$ cat config.mk
export PLATFORM = sky130hd
export DESIGN_NAME = store_queue
export DESIGN_NICKNAME = d
export VERILOG_FILES = /design/src/rtl/store_queue_pkg.sv /design/src/rtl/store_queue_squash_tail.sv /design/src/rtl/store_queue.sv
export SDC_FILE = /design/constraint.sdc
export NUM_CORES = 1
export LEC_CHECK = 0
export ABC_AREA = 1
export CORE_ASPECT_RATIO = 0.9
export CORE_UTILIZATION = 57
export CTS_CLUSTER_DIAMETER = 30
export DETAILED_ROUTE_END_ITERATION = 8
export GPL_ROUTABILITY_DRIVEN = 1
export HOLD_SLACK_MARGIN = 0.1
export PLACE_DENSITY = 0.83
export SLEW_MARGIN = 0
export SYNTH_ARGS = -nofsm -noshare
export SYNTH_HDL_FRONTEND = slang
export SYNTH_SLANG_ARGS = --single-unit
$ cat constraint.sdc
create_clock -name clock -period 5.04 [get_ports clock]
set_input_delay 1.008 -clock clock [delete_from_list [all_inputs] [get_ports clock]]
set_output_delay 1.008 -clock clock [all_outputs]
set_load 0.005 [all_outputs]
$ cat src/rtl/store_queue_pkg.sv
// rtl/store_queue_pkg.sv - shared types and constants for the store queue
package store_queue_pkg;

    localparam int SQ_DEPTH_DEF = 8;
    localparam int SQ_IDX_W_DEF = $clog2(SQ_DEPTH_DEF);
    localparam int B_MASK_W     = 4;
    localparam int BYTE_MASK_W  = 4;

    typedef logic [B_MASK_W-1:0]     B_MASK;
    typedef logic [BYTE_MASK_W-1:0]  BYTE_MASK;
    typedef logic [SQ_IDX_W_DEF-1:0] SQ_IDX;

    typedef enum logic [1:0] {
        SQ_EMPTY  = 2'd0,
        SQ_ALLOC  = 2'd1,
        SQ_READY  = 2'd2,
        SQ_COMMIT = 2'd3
    } SQ_STATE;

    typedef struct packed {
        SQ_STATE     state;
        logic [31:0] addr;
        logic [31:0] data;
        BYTE_MASK    byte_mask;
        B_MASK       bm;
    } SQ_ENTRY;

    typedef struct packed {
        logic        valid;
        logic [31:0] addr;
        logic [31:0] result;
        BYTE_MASK    byte_mask;
        B_MASK       bm;
    } STORE_QUEUE_PACKET;

endpackage

$ cat src/rtl/store_queue_squash_tail.sv
// rtl/store_queue_squash_tail.sv - oldest squashed entry search in age order
module sq_squash_tail #(
    parameter int DEPTH = 8,
    parameter int IDX_W = $clog2(DEPTH)
) (
    input  logic [DEPTH-1:0] squash,
    input  logic [IDX_W-1:0] start,
    output logic [IDX_W-1:0] idx,
    output logic             found
);

    logic [IDX_W-1:0] probe;

    // Walk the ring from the oldest uncommitted entry; the first hit is the oldest squashed store.
    // Squashable entries only live between start and tail, so a full lap is equivalent to stopping at tail.
    always_comb begin
        idx   = '0;
        found = 1'b0;
        probe = start;
        for (int i = 0; i < DEPTH; i++) begin
            probe = start + IDX_W'(i);
            if (!found && squash[probe]) begin
                found = 1'b1;
                idx   = probe;
            end
        end
    end

endmodule

$ cat src/rtl/store_queue.sv
// rtl/store_queue.sv - circular store buffer with commit, drain and branch squash
module store_queue
    import store_queue_pkg::*;
#(
    parameter int SQ_DEPTH = 8,
    parameter int SQ_IDX_W = $clog2(SQ_DEPTH)
) (
    input  logic                clock,
    input  logic                reset,
    input  logic                alloc_valid,
    input  B_MASK               alloc_bm,
    output logic                alloc_ready,
    output logic [SQ_IDX_W-1:0] alloc_idx,
    input  STORE_QUEUE_PACKET   fill_packet,
    input  logic [SQ_IDX_W-1:0] fill_idx,
    input  B_MASK               b_mm_resolve,
    input  logic                b_mm_mispred,
    input  logic                retire_valid,
    output logic                dc_req_valid,
    output logic [31:0]         dc_req_addr,
    output logic [31:0]         dc_req_data,
    output BYTE_MASK            dc_req_byte_mask,
    input  logic                dc_req_ready,
    output logic                sq_full,
    output logic                sq_empty
);

    localparam logic [SQ_IDX_W-1:0] IDX_ONE = SQ_IDX_W'(1);
    localparam logic [SQ_IDX_W:0]   CNT_ONE = (SQ_IDX_W + 1)'(1);
    localparam logic [SQ_IDX_W:0]   CNT_MAX = (SQ_IDX_W + 1)'(SQ_DEPTH);

    SQ_ENTRY               entries [SQ_DEPTH];
    logic [SQ_IDX_W-1:0]   head;
    logic [SQ_IDX_W-1:0]   commit_ptr;
    logic [SQ_IDX_W-1:0]   tail;
    logic [SQ_IDX_W:0]     count;

    logic [SQ_DEPTH-1:0]   squash_vec;
    logic [SQ_IDX_W-1:0]   squash_idx;
    logic                  squash_found;
    logic                  mispred;
    logic                  resolve_ok;
    logic                  drain;
    logic                  grant;
    logic                  fill_hit;
    B_MASK                 alloc_bm_eff;
    B_MASK                 fill_bm_eff;
    logic [SQ_IDX_W-1:0]   head_next;
    logic [SQ_IDX_W-1:0]   tail_base;

    assign sq_full          = (count == CNT_MAX);
    assign sq_empty         = (count == '0);
    assign alloc_ready      = !sq_full;
    assign alloc_idx        = tail;
    assign dc_req_valid     = (entries[head].state == SQ_COMMIT);
    assign dc_req_addr      = entries[head].addr;
    assign dc_req_data      = entries[head].data;
    assign dc_req_byte_mask = entries[head].byte_mask;

    sq_squash_tail #(
        .DEPTH (SQ_DEPTH),
        .IDX_W (SQ_IDX_W)
    ) u_squash_tail (
        .squash (squash_vec),
        .start  (commit_ptr),
        .idx    (squash_idx),
        .found  (squash_found)
    );

    // Per-cycle event decode: squash candidates, handshakes and branch-cleaned masks.
    always_comb begin
        mispred      = b_mm_mispred && (b_mm_resolve != '0);
        resolve_ok   = !b_mm_mispred && (b_mm_resolve != '0);
        alloc_bm_eff = resolve_ok ? (alloc_bm & ~b_mm_resolve) : alloc_bm;
        fill_bm_eff  = resolve_ok ? (fill_packet.bm & ~b_mm_resolve) : fill_packet.bm;
        squash_vec   = '0;
        for (int i = 0; i < SQ_DEPTH; i++) begin
            squash_vec[i] = mispred
                         && ((entries[i].state == SQ_ALLOC) || (entries[i].state == SQ_READY))
                         && ((entries[i].bm & b_mm_resolve) != '0);
        end
        drain     = dc_req_valid && dc_req_ready;
        // Squash is applied before allocation, so a store on the wrong path is simply not granted.
        grant     = alloc_valid && alloc_ready && !(mispred && ((alloc_bm & b_mm_resolve) != '0));
        fill_hit  = fill_packet.valid && (entries[fill_idx].state == SQ_ALLOC) && !squash_vec[fill_idx];
        head_next = drain ? (head + IDX_ONE) : head;
        tail_base = squash_found ? squash_idx : tail;
    end

    // Entry state machines and ring pointers; allocation is last so it may reuse a just-squashed slot.
    always_ff @(posedge clock or negedge reset) begin
        if (!reset) begin
            for (int i = 0; i < SQ_DEPTH; i++) begin
                entries[i] <= '{state: SQ_EMPTY, addr: '0, data: '0, byte_mask: '0, bm: '0};
            end
            head       <= '0;
            commit_ptr <= '0;
            tail       <= '0;
            count      <= '0;
        end else begin
            for (int i = 0; i < SQ_DEPTH; i++) begin
                if (squash_vec[i]) begin
                    entries[i].state <= SQ_EMPTY;
                    entries[i].bm    <= '0;
                end else begin
                    if (resolve_ok) begin
                        entries[i].bm <= entries[i].bm & ~b_mm_resolve;
                    end
                    if (fill_hit && (fill_idx == SQ_IDX_W'(i))) begin
                        entries[i].state     <= SQ_READY;
                        entries[i].addr      <= fill_packet.addr;
                        entries[i].data      <= fill_packet.result;
                        entries[i].byte_mask <= fill_packet.byte_mask;
                        entries[i].bm        <= fill_bm_eff;
                    end
                    if (retire_valid && (commit_ptr == SQ_IDX_W'(i))) begin
                        entries[i].state <= SQ_COMMIT;
                    end
                    if (drain && (head == SQ_IDX_W'(i))) begin
                        entries[i].state <= SQ_EMPTY;
                    end
                end
                if (grant && (tail_base == SQ_IDX_W'(i))) begin
                    entries[i].state <= SQ_ALLOC;
                    entries[i].bm    <= alloc_bm_eff;
                end
            end

            head       <= head_next;
            commit_ptr <= retire_valid ? (commit_ptr + IDX_ONE) : commit_ptr;
            tail       <= grant ? (tail_base + IDX_ONE) : tail_base;

            // A squash always frees at least one slot, so tail - head never aliases the full case here.
            if (squash_found) begin
                count <= {1'b0, tail_base - head_next} + (grant ? CNT_ONE : '0);
            end else begin
                count <= count + (grant ? CNT_ONE : '0) - (drain ? CNT_ONE : '0);
            end
        end
    end

    // Protocol checks on the retire and fill interfaces.
    always @(posedge clock) begin
        if (reset) begin
            if (retire_valid) begin
                assert ((entries[commit_ptr].state == SQ_READY) && (entries[commit_ptr].bm == '0))
                    else $error("store_queue: retire of a store that is not ready or still speculative");
            end
            if (fill_packet.valid && !squash_vec[fill_idx]) begin
                assert (entries[fill_idx].state == SQ_ALLOC)
                    else $error("store_queue: fill targets an entry that is not allocated");
            end
        end
    end

endmodule

==> impl_metrics.ini <==
[global_route]
track_usage_pct = 32.37
grt_pass1_vias = 25673
grt_pass1_wl_um = 134100
grt_antenna_before_repair = 1
grt-ovfl-total = 0
grt_max_degree = 143

[timing]
setup_violations = 0
slew_headroom_pct = 21.75
slew_violations = 0
tightest_slew_ns = 1.174
finalSetupTns_ns = 0
final.min_clock_period_ns = 4.689
skew_ns = 0.04073
hold_viol_final = 0
post-route-period-util_pct = 93.03
clock.fmax_mhz = 213.3
rsz0062_at_grt = false

[critical_path]
required_ns = 4.03
worst-path-max-fanout = 96
endpoint_kind = output port
cpPeakStageDelay_ns = 0.81
start_kind = register
slowest_stage = buf_4
cp_top_family = buffers and inverters
path_buf_inv = 2
startpoint = head[0]
critical_path_class = register to output port
cp_data_arrival_time_ns = 3.68
r2r_start = commit_ptr[0]
path_cells = buf_4, o21ai_0, o22ai_1, nor2_1, a31oi_1, clkdlybuf4s50_1

[clock_network]
cts_hold_buf = 0
root_buffer = clkbuf_16
postCtsSetupRepairBufs = 0
clk_latency_ns = 0.66
path_clk_slew_ns = 0.04
cts_tree = yes
clock_path_buffers = 3
cts_resized = 0
numCtsBuffers = 112
htreeDepth = 3
clock-sinks = 605

[power]
sw_frac_of_total_pct = 38.39
powerDensity_nw_per_um2 = 743.5
p_leak_uw = 0.01632
peakVddDrop_uv = 642.8
power_uw = 26000
power.share.clock_pct = 29.8
seqPwrFrac_pct = 30.3
comb_power_share_pct = 39.9
p_int_uw = 16020
p_switching_uw = 9984

[route]
dr.pass1.iters = 6
vias_per_cell = 6.007
totalWireLength_um = 82570
routedWlPerCell_um = 18.52
drc = 0
postRouteAntennaNets = 0
drtIter0Drc = 3073
via_count = 26786

[layout]
area_growth_pct = 21.19
final_cells = 4459
fin_util_pct = 70.63
layout-drive-gt1-share_pct = 7.101
final_common_cell = o21ai_0
stdcell_area_sq_um = 34970
layout_common_cells = o21ai_0, nand2_1, dfrtp_1
antennaDiodeCount = 0
fill_cells = 3732
nets = 3817

[synth]
synthSimpleGateAreaFrac_pct = 19.55
ys_ff_latch = 605
synth_compound_area_share_pct = 20.55
yosysTopAreaCell = dfrtp_1
synth_seq_area_share_pct = 52.46
synth_mux_area_share_pct = 0
synthAdderAreaFrac_pct = 1.283
syn_nets = 3736
synth_xor_area_share_pct = 0.3945
synth_cell_types = 50
ys_async_sr_fraction_pct = 100.0
synth-edff-count = 0
yosysWarningCount = 0
synth_area_sq_um = 28860
syn-instance-count = 3617
yosys_most_used_dff = dfrtp_1
synthTopCellsByArea = dfrtp_1, o21ai_0, nand2_1, nor2_1, clkbuf_1
synth_top_area_share_pct = 52.46
syn_avg_cell_area_sq_um = 7.979
synth_top_family_by_area = compound AO/OA/AOI/OAI gates

[run_status]
outcome = finished clean

[die]
initial_core_util_pct = 58.28
die_height_um = 215.5
die_w_um = 239.2
rows = 77
dieArea_sq_um = 51530
core_area_sq_um = 49520
io_pins = 165

[place]
port_buffers = 164
place_congestion = 1.007
post_dp_cell_area_sq_um = 31010
dp_cells = 4255
dp.final_hpwl_um = 45350

[min_path]
holdCritPathClass = input pin to asynchronous set/reset pin

[flow_run]
cap_violations = 0
worst paths after layout:
path | endpoint | slack, ns | cells after the start
min in group clock | entries[202] | 0.48 | 2
worst min register to register | entries[202] | 0.48 | 2
worst max register to register | entries[3] | 0.46 | 20
worst max-delay path | dc_req_addr[10] | 0.35 | 6
max in group asynchronous | entries[327] | 3.46 | 2
worst min-delay path | count[0] | 0.35 | 1
registers in the layout, indices dropped and copies added (netlist names):
name	count
entries	592
count	4
alloc_idx	3
commit_ptr	3
head	3
per-stage QoR:
stage	setup WS (ns)	hold WS, ns
after global placement	0.2483	0.4599
after floorplan	1.352	0.4478
after global routing	0.1771	0.3735
final	0.3513	0.3455
after CTS	0.4419	0.3447
after detailed placement	0.1372	0.4674
Yosys cell counts, types with 4 or more instances:
cell type / count
clkbuf_1: 189
a21oi_1: 17
buf_1: 20
xor2_1: 6
o2111ai_1: 8
a21boi_0: 4
o211ai_1: 8
nand2_1: 745
a31oi_1: 80
o21ai_0: 909
nand4_1: 18
xnor2_1: 7
nand3_1: 103
buf_2: 35
o21ai_1: 4
o22ai_1: 76
nor2_1: 528
inv_1: 180
ha_1: 28
dfrtp_1: 605
worst reg2reg max path: stages (launching register included):
cell	delay (ns)
dfrtp_1	0.71
inv_2	0.26
ha_1	0.51
inv_1	0.27
nand3_1	0.15
nand3_1	0.15
nand2_1	0.12
nor2_4	0.14
nand4_4	0.14
nor2_8	0.17
nand3_4	0.15
or2_4	0.29
nand2_4	0.12
nor2_1	0.09
ha_1	0.30
nand2_1	0.11
nand2_1	0.09
inv_1	0.14
nand3_1	0.25
nor2_1	0.21
a31oi_1	0.06
area by class of cell:
type                       instances  area (sq um)  area share, %
clock inverter                    52         749.5          2.143
inverter                         183         699.4          2.000
multi-input combinational       2583         12120          34.66
clock buffer                     152          3216          9.194
tap                              671         839.6          2.400
sequential                       605         15150          43.31
timing repair buffer             213          2202          6.296
power by group through the flow:
stage / sequential (uW) / combinational [uW] / clock, uW
6_report: 7870 / 10400 / 7760
5_1_grt: 8070 / 11600 / 8070
4_1_cts: 7840 / 10300 / 7800
3_5_place_dp: 7850 / 10100 / 0
3_3_place_gp: 7800 / 9860 / 0
2_1_floorplan: 7520 / 6820 / 0
kinds of logic (layout without fill, tap and decap cells):
group                      after synthesis  after routing
buffers and inverters                  429            600
adders and majority gates               29             29
AOI/OAI and AO/OA                     1123           1123
DFF                                    605            605
xor gates and xnor gates                13             13
and+or+nand+nor                       1418           1418
per-layer routing:
metal	wire length (um)	GRT usage (%)	vias up	part of all wire (%)
met2	37700	49.69	1490	46
met1	34430	45.61	12802	42
met3	8216	6.958	227	10
li1	-	-	12265	-
met5	14	0	-	0.017
met4	2204	11.35	2	2.7
Power figures use the tool's default switching activity.
